`src/rtl/mem_port_arbiter_pkg.sv`:
```
// mem_port_arbiter_pkg: FSM states, transfer sizes and requester IDs shared by the arbiter.
package mem_port_arbiter_pkg;
    typedef enum logic [2:0] {IDLE, REQ_I, REQ_D, WAIT_I, WAIT_D} state_t;
    localparam logic [1:0] SIZE_B = 2'd0;
    localparam logic [1:0] SIZE_H = 2'd1;
    localparam logic [1:0] SIZE_W = 2'd2;
    localparam logic [1:0] SIZE_D = 2'd3;
    localparam logic REQ_ID_I = 1'b0;
    localparam logic REQ_ID_D = 1'b1;
endpackage

```
`src/rtl/mem_port_arbiter_arb_pick.sv`:
```
// mem_port_arbiter_arb_pick: grant selector; ARB_ROUND_ROBIN_EN adds a last-grant pointer,
// otherwise data has fixed priority over fetch.
module mem_port_arbiter_arb_pick
    import mem_port_arbiter_pkg::*;
(
`ifdef ARB_ROUND_ROBIN_EN
    input  logic clk,
    input  logic rst,
    input  logic issue,
`endif
    input  logic if_elig,
    input  logic d_elig,
    output logic grant_valid,
    output logic grant_id
);
    assign grant_valid = if_elig | d_elig;
`ifdef ARB_ROUND_ROBIN_EN
    logic last_q, last_d;
    always_comb begin
        last_d = issue ? grant_id : last_q;
    end
    always_ff @(posedge clk or posedge rst) begin
        if (rst) last_q <= REQ_ID_I;
        else     last_q <= last_d;
    end
    // on a tie the requester not granted last wins
    assign grant_id = (if_elig & d_elig) ? ~last_q : (d_elig ? REQ_ID_D : REQ_ID_I);
`else
    assign grant_id = d_elig ? REQ_ID_D : REQ_ID_I;
`endif
endmodule

```
`src/rtl/mem_port_arbiter.sv`:
```
// mem_port_arbiter: shares one memory port between fetch and data, one transaction in flight.
// Arbitration policy: round-robin when ARB_ROUND_ROBIN_EN is defined, else data-first.
module mem_port_arbiter
    import mem_port_arbiter_pkg::*;
#(
    parameter int ADDR_W = 64,
    parameter int DATA_W = 64
) (
    input  logic              CLK,
    input  logic              RESET,
    input  logic              IF_REQ,
    input  logic [ADDR_W-1:0] IF_ADDR,
    input  logic              IF_KILL,
    output logic              IF_ACK,
    output logic [31:0]       IF_RDATA,
    output logic              IF_ERR,
    output logic              IF_STALL,
    input  logic              D_REQ,
    input  logic              D_WE,
    input  logic [1:0]        D_SIZE,
    input  logic [ADDR_W-1:0] D_ADDR,
    input  logic [DATA_W-1:0] D_WDATA,
    output logic              D_ACK,
    output logic [DATA_W-1:0] D_RDATA,
    output logic              D_ERR,
    output logic              D_STALL,
    output logic              M_REQ,
    output logic              M_WE,
    output logic [1:0]        M_SIZE,
    output logic [ADDR_W-1:0] M_ADDR,
    output logic [DATA_W-1:0] M_WDATA,
    input  logic              M_GNT,
    input  logic              M_RVALID,
    input  logic [DATA_W-1:0] M_RDATA,
    input  logic              M_ERR
);
    state_t state_q, state_d;
    logic m_req_q, m_req_d, m_we_q, m_we_d;
    logic [1:0] m_size_q, m_size_d;
    logic [ADDR_W-1:0] m_addr_q, m_addr_d;
    logic [DATA_W-1:0] m_wdata_q, m_wdata_d;
    logic if_ack_q, if_ack_d, if_err_q, if_err_d;
    logic [31:0] if_rdata_q, if_rdata_d;
    logic d_ack_q, d_ack_d, d_err_q, d_err_d;
    logic [DATA_W-1:0] d_rdata_q, d_rdata_d;
    logic drop_q, drop_d;
    logic if_elig, d_elig, grant_valid, grant_id, kill;

    // a requester being acked this cycle is not re-granted until it re-asserts
    assign if_elig = IF_REQ & ~if_ack_q;
    assign d_elig  = D_REQ & ~d_ack_q;
    assign kill    = drop_q | IF_KILL;

    mem_port_arbiter_arb_pick u_arb_pick (
`ifdef ARB_ROUND_ROBIN_EN
        .clk        (CLK),
        .rst        (RESET),
        .issue      (state_q == IDLE && grant_valid),
`endif
        .if_elig    (if_elig),
        .d_elig     (d_elig),
        .grant_valid(grant_valid),
        .grant_id   (grant_id)
    );

    always_comb begin
        state_d    = state_q;
        m_req_d    = m_req_q;
        m_we_d     = m_we_q;
        m_size_d   = m_size_q;
        m_addr_d   = m_addr_q;
        m_wdata_d  = m_wdata_q;
        if_ack_d   = 1'b0;
        if_err_d   = 1'b0;
        if_rdata_d = if_rdata_q;
        d_ack_d    = 1'b0;
        d_err_d    = 1'b0;
        d_rdata_d  = d_rdata_q;
        drop_d     = 1'b0;
        case (state_q)
            IDLE: if (grant_valid) begin
                m_req_d   = 1'b1;
                state_d   = (grant_id == REQ_ID_D) ? REQ_D : REQ_I;
                m_we_d    = (grant_id == REQ_ID_D) ? D_WE : 1'b0;
                m_size_d  = (grant_id == REQ_ID_D) ? D_SIZE : SIZE_W;
                m_addr_d  = (grant_id == REQ_ID_D) ? D_ADDR : IF_ADDR;
                m_wdata_d = (grant_id == REQ_ID_D) ? D_WDATA : '0;
            end
            REQ_I, REQ_D: begin
                drop_d = (state_q == REQ_I) & kill;
                if (M_GNT) begin
                    m_req_d = 1'b0;
                    state_d = (state_q == REQ_I) ? WAIT_I : WAIT_D;
                end
            end
            WAIT_I: if (M_RVALID) begin
                state_d    = IDLE;
                if_ack_d   = ~kill;
                if_err_d   = ~kill & M_ERR;
                if_rdata_d = m_addr_q[2] ? M_RDATA[63:32] : M_RDATA[31:0];
            end else begin
                drop_d = kill;
            end
            WAIT_D: if (M_RVALID) begin
                state_d   = IDLE;
                d_ack_d   = 1'b1;
                d_err_d   = M_ERR;
                d_rdata_d = M_RDATA;
            end
            default: state_d = IDLE;
        endcase
    end

    always_ff @(posedge CLK or posedge RESET) begin
        if (RESET) begin
            state_q    <= IDLE;
            m_req_q    <= 1'b0;
            m_we_q     <= 1'b0;
            m_size_q   <= '0;
            m_addr_q   <= '0;
            m_wdata_q  <= '0;
            if_ack_q   <= 1'b0;
            if_err_q   <= 1'b0;
            if_rdata_q <= '0;
            d_ack_q    <= 1'b0;
            d_err_q    <= 1'b0;
            d_rdata_q  <= '0;
            drop_q     <= 1'b0;
        end else begin
            state_q    <= state_d;
            m_req_q    <= m_req_d;
            m_we_q     <= m_we_d;
            m_size_q   <= m_size_d;
            m_addr_q   <= m_addr_d;
            m_wdata_q  <= m_wdata_d;
            if_ack_q   <= if_ack_d;
            if_err_q   <= if_err_d;
            if_rdata_q <= if_rdata_d;
            d_ack_q    <= d_ack_d;
            d_err_q    <= d_err_d;
            d_rdata_q  <= d_rdata_d;
            drop_q     <= drop_d;
        end
    end

    assign IF_ACK   = if_ack_q;
    assign IF_ERR   = if_err_q;
    assign IF_RDATA = if_rdata_q;
    assign IF_STALL = IF_REQ & ~if_ack_q;
    assign D_ACK    = d_ack_q;
    assign D_ERR    = d_err_q;
    assign D_RDATA  = d_rdata_q;
    assign D_STALL  = D_REQ & ~d_ack_q;
    assign M_REQ    = m_req_q;
    assign M_WE     = m_we_q;
    assign M_SIZE   = m_size_q;
    assign M_ADDR   = m_addr_q;
    assign M_WDATA  = m_wdata_q;
endmodule
```
`config.mk`:
```
export PLATFORM = sky130hd
export DESIGN_NAME = mem_port_arbiter
export DESIGN_NICKNAME = d
export VERILOG_FILES = /design/src/rtl/mem_port_arbiter_pkg.sv /design/src/rtl/mem_port_arbiter_arb_pick.sv /design/src/rtl/mem_port_arbiter.sv
export SDC_FILE = /design/constraint.sdc
export NUM_CORES = 1
export LEC_CHECK = 0
export CORE_AREA = 2 2 195 197
export DETAILED_ROUTE_END_ITERATION = 8
export DIE_AREA = 0 0 197 199
export DONT_BUFFER_PORTS = 1
export GPL_ROUTABILITY_DRIVEN = 0
export SYNTH_ARGS = -nofsm -noshare
export SYNTH_HDL_FRONTEND = slang
export SYNTH_SLANG_ARGS = --single-unit
```
`constraint.sdc`:
```
create_clock -name CLK -period 14.3 [get_ports CLK]
set_clock_uncertainty 0.05 [all_clocks]
set_input_delay 2.86 -clock CLK [delete_from_list [all_inputs] [get_ports CLK]]
set_output_delay 2.86 -clock CLK [all_outputs]
set_load 0.01 [all_outputs]
```
; Yosys cells after proc, flatten, opt, wreduce, memory -nomap -nowiden
; Cells that the tools add are included.
[totals]
output_inout_bits = 234
word_cells = 63
input_bits = 267
ff_bits = 236
[op_classes]
eq_ne = 7
mux = 25
n_bitwise = 9
n_reduce_logical = 9
[ops]
columns = cell, n
row1 = two-way mux 64 bit, 2
row2 = two-way mux 32 bit, 1
row3 = two-way mux 1 bit, 13
row4 = two-way mux 3 bit, 4
row5 = case mux 3 bit (3 select lines), 1
row6 = "equality test 3 x 2 -> 1 bit, second input constant", 2
row7 = AND reduction 2 bit, 3
row8 = AND reduction 3 bit, 2
row9 = AND 1 bit, 4
row10 = two-way mux 2 bit, 2
row11 = "inequality test 2 bit, second input constant", 2
row12 = case mux 1 bit (2 select lines), 2
row13 = OR reduction 2 bit, 2
row14 = "equality test 3 x 1 -> 1 bit, second input constant", 1
row15 = "equality test 3 bit, second input constant", 1
row16 = logical NOT 3 bit, 1
row17 = inverter 1 bit, 3
row18 = "inequality test 2 x 1 -> 1 bit, second input constant", 1
row19 = bitwise OR 1 bit, 2
row20 = nonzero test 2 bit, 1

; Logic depth before layout (Yosys ltp)
[logic_depth]
depth_word = 6
depth_mapped = 8
ltp_nobuf = 5

; Cells and area by module
; From an unflattened synthesis, not the netlist that was laid out.
[hier_totals]
cells_unflattened = 887
hier_area_um2 = 9806.9
[modules_own_cells]
columns = module, area_each_um2, seq_area_each_um2, cells_each, instances
row1 = mem_port_arbiter, 9793.1, 5905.7, 885, 1
row2 = mem_port_arbiter_arb_pick, 13.8, 0.0, 2, 1

; Least setup slack after synthesis
; OpenSTA, ideal clock, no wires.
[synth_timing]
path_type = input-to-output
startpoint = in IF_REQ
endpoint = out IF_STALL
stages = 1
t_arrival_ns = 3.152
required_time_ns = 11.390
setup_slack_ns = 8.238
path_buffers = 0
path_cell_list = nor2b_1
[synth_between]
elab_chain_cells = 1
[synth_lines]
columns = item, line_no
row1 = from (decl), mem_port_arbiter.sv:11  ; input logic IF_REQ,
row2 = AND 1 bit, mem_port_arbiter.sv:149  ; assign IF_STALL = IF_REQ & ~if_ack_q;
row3 = to (decl), mem_port_arbiter.sv:17  ; output logic IF_STALL,
; Every way passes these cells.

; Worst setup path after layout
[layout_timing]
startpoint = in D_REQ
endpoint = out D_STALL
[layout_between]
elab_chain_cells = 1
[layout_lines]
columns = item, line_no
row1 = from (decl), mem_port_arbiter.sv:18  ; input logic D_REQ,
row2 = AND 1 bit, mem_port_arbiter.sv:153  ; assign D_STALL = D_REQ & ~d_ack_q;
row3 = to (decl), mem_port_arbiter.sv:26  ; output logic D_STALL,
; Every way passes these cells.

==> impl_metrics.env <==
export IMPL_synth_top_cell_area_share_pct=61.0
export IMPL_cp_max_fo=66
export IMPL_syn_area_mm2=0.00968
export IMPL_stdcell_area_mm2=0.0109
export IMPL_dr_pass1_iters=4
export IMPL_drc_errors=0
export IMPL_detail_route_iter0_violations=314
export IMPL_cts_max_path_buffers=3
export IMPL_track_usage_pct=11.9
export IMPL_slowest_delay_ps=770
export IMPL_cts_tree="built"
export IMPL_p_clk_share_pct=25.6
export IMPL_viasPerCell=4.73
export IMPL_synth_edff_count=0
export IMPL_fin_ws_ps=7470
export IMPL_fp_dieH_um=199
export IMPL_post_cts_buffers=0
export IMPL_hold_buffers=0
export IMPL_drive_above_1_share_pct=19.3
export IMPL_synth_xor_area_share_pct=0.0905
export IMPL_setup_viol=0
export IMPL_ys_ff_latch=236
export IMPL_synth_fp_nets=1017
export IMPL_cellInternalPower_w=0.00166
export IMPL_slowest_stage="nand2b_4"
export IMPL_synth_top_family_by_area="multiplexers"
export IMPL_status="finished clean"
export IMPL_drt_wirelength_per_cell_um=20.6
export IMPL_fin_crit_ps=6830
export IMPL_synthCells=750
export IMPL_hold_violations=0
export IMPL_synth_area_leader_cell="dfrtp_1"
export IMPL_ant_nets=0
export IMPL_cts_root_buffer="clkbuf_16"
export IMPL_vias=5800
export IMPL_yosys_top_cells_count="dfrtp_1 (236), mux2i_1 (98), nand2_1 (97)"
export IMPL_combPwrFrac_pct=22.4
export IMPL_layout_nets=995
export IMPL_grt_ovfl_total=0
export IMPL_clkLatencyLatePin_ps=540
export IMPL_fillers=3800
export IMPL_max_slew_worst_pin_slew_ps=1110
export IMPL_coreArea_mm2=0.0371
export IMPL_grt_pass1_wl_mm=35.8
export IMPL_synthArstFlopShare_pct=100
export IMPL_yosys_area_share_simple_pct=5.11
export IMPL_finalMaxSlewViolations=0
export IMPL_slew_headroom_pct=26.1
export IMPL_yosysUniqueCellTypes=31
export IMPL_synthAdderAreaFrac_pct=0
export IMPL_cts_sinks=236
export IMPL_clk_transition_reported_paths_ps=60
export IMPL_multi_input_area_mm2=0.00342
export IMPL_numCtsBuffers=26
export IMPL_yosys_top_cells_area="dfrtp_1 (61%), mux2i_1 (10%), mux2_2 (7.4%)"
export IMPL_maxCapViolCount=0
export IMPL_fp_dieW_um=197
export IMPL_place_area_mm2=0.0100
export IMPL_crit_chain="nand2b_4 > inv_2"
export IMPL_end_kind="output port"
export IMPL_synthMuxAreaShare_pct=17.6
export IMPL_wl_mm=25.3
export IMPL_grt_max_degree=112
export IMPL_synth_flop_cell="dfrtp_1"
export IMPL_cts_max_level=1
export IMPL_p_switching_w=0.000976
export IMPL_seq_area_mm2=0.00591
export IMPL_max_clock_freq_ghz=0.147
export IMPL_power_leakage_nw=5.02
export IMPL_swShare_pct=37.1
export IMPL_synth_warning_count=0
export IMPL_synth_most_common_cell="dfrtp_1"
export IMPL_worst_endpoint_arrival_ps=3920
export IMPL_power_density_mw_per_mm2=242
export IMPL_hp_class="reg2reg"
export IMPL_synth_seq_area_share_pct=61.0
export IMPL_start_kind="input port"
export IMPL_rsz0062_at_grt="no"
export IMPL_cts_resized_gates=0
export IMPL_dieArea_mm2=0.0392
export IMPL_grt_pass1_vias=5766
export IMPL_post_dp_hpwl_mm=18.4
export IMPL_pre_cts_ws_ps=7440
export IMPL_critPathRequiredTime_ps=11390
export IMPL_syn_to_final_growth_pct=12.6
export IMPL_ir_drop_v=0.0000769
export IMPL_totalNegativeSetupSlack_ps=0
export IMPL_path_buf_inv=1
export IMPL_initial_core_util_pct=26.1
export IMPL_cp_top_family="simple AND/OR/NAND/NOR gates"
export IMPL_rows=71
export IMPL_period_share_pct=47.7
export IMPL_synth_compound_area_share_pct=12.4
export IMPL_holdWs_ps=435
export IMPL_avgSynthCellArea_um2=12.9
export IMPL_io_pins=501
export IMPL_p_seq_share_pct=51.9
export IMPL_path_class="in2out"
export IMPL_io_buffer_count=0
export IMPL_antenna_found_initial=4
[sequential cells by signal, indices dropped and copies added (netlist names), 2 cells and up]
| register | count |
|---|---|
| IF_RDATA | 32 |
| state_q | 3 |
| M_WDATA | 64 |
| M_ADDR | 64 |
| M_SIZE | 2 |
| D_RDATA | 64 |
[layout make-up]
type / instances / area share, %
Sequential cell: 236 / 54.2
Multi-Input combinational cell: 450 / 31.4
Clock buffer: 39 / 6.97
Tap cell: 474 / 5.44
Clock inverter: 9 / 1.03
Timing Repair Buffer: 7 / 0.482
Inverter: 7 / 0.310
Antenna cell: 4 / 0.0919
[layout by cell type (no fill, tap or decap), types with 2 or more instances in the layout]
master / netlist / final
inv_2: 3 / 3
o21ai_0: 67 / 67
nand3b_1: 2 / 2
and2_1: 3 / 2
mux2_2: 64 / 64
bufinv_16: 0 / 2
diode_2: 0 / 4
clkbuf_16: 0 / 26
nor2_1: 4 / 4
clkbuf_8: 0 / 6
o21ai_1: 14 / 14
dfrtp_1: 236 / 235
clkbuf_1: 14 / 7
inv_1: 4 / 3
a22o_1: 67 / 67
nor3_4: 2 / 2
o21ai_2: 19 / 18
buf_4: 10 / 7
clkinv_2: 0 / 4
mux2i_1: 98 / 98
nand2_1: 97 / 97
[through the flow]
stage,utilization (%),cells,total power [W]
floorplan,-,750,0.00181
global placement,27.0,1174,0.00196
detailed placement,27.0,1174,0.00198
CTS,29.3,1222,0.00267
global route,29.3,1226,0.00280
finish,29.3,1226,0.00263
[per-layer routing]
metal	routed length [um]	track usage (%)
met1	10000	14.6
met2	12200	19.1
met3	2100	3.41
met4	924	5.90
met5	0	0
[power by group through the flow]
stage	Clock, W	Sequential (W)	Combinational [W]
after CTS	0.000698	0.00138	0.000601
after global routing	0.000723	0.00140	0.000672
after global placement	0	0.00138	0.000577
final	0.000675	0.00137	0.000591
after floorplan	0	0.00127	0.000541
after detailed placement	0	0.00138	0.000603
[cell families after synthesis]
family	count (synthesis)
flip-flops	236
AO/OA/AOI/OAI	172
multiplexers	162
AND/OR/NAND/NOR	115
buffers and inverters	64
XOR/XNOR	1
[worst paths after layout]
check / start / endpoint / slack (ps) / cells past startpoint
hold reg to reg: drop_q$_DFF_PP0_ / IF_ACK$_DFF_PP0_ / 430 / 1
max in group asynchronous: RESET / M_ADDR[5]$_DFFE_PP0P_ / 10580 / 2
setup / recovery: D_REQ / D_STALL / 7470 / 2
hold / removal: drop_q$_DFF_PP0_ / IF_ACK$_DFF_PP0_ / 430 / 1
min in group asynchronous: RESET / D_RDATA[56]$_DFFE_PP0P_ / 2270 / 1
setup reg to reg: D_ACK$_DFF_PP0_ / M_ADDR[0]$_DFFE_PP0P_ / 11010 / 5
Power figures use the tool's default switching activity.
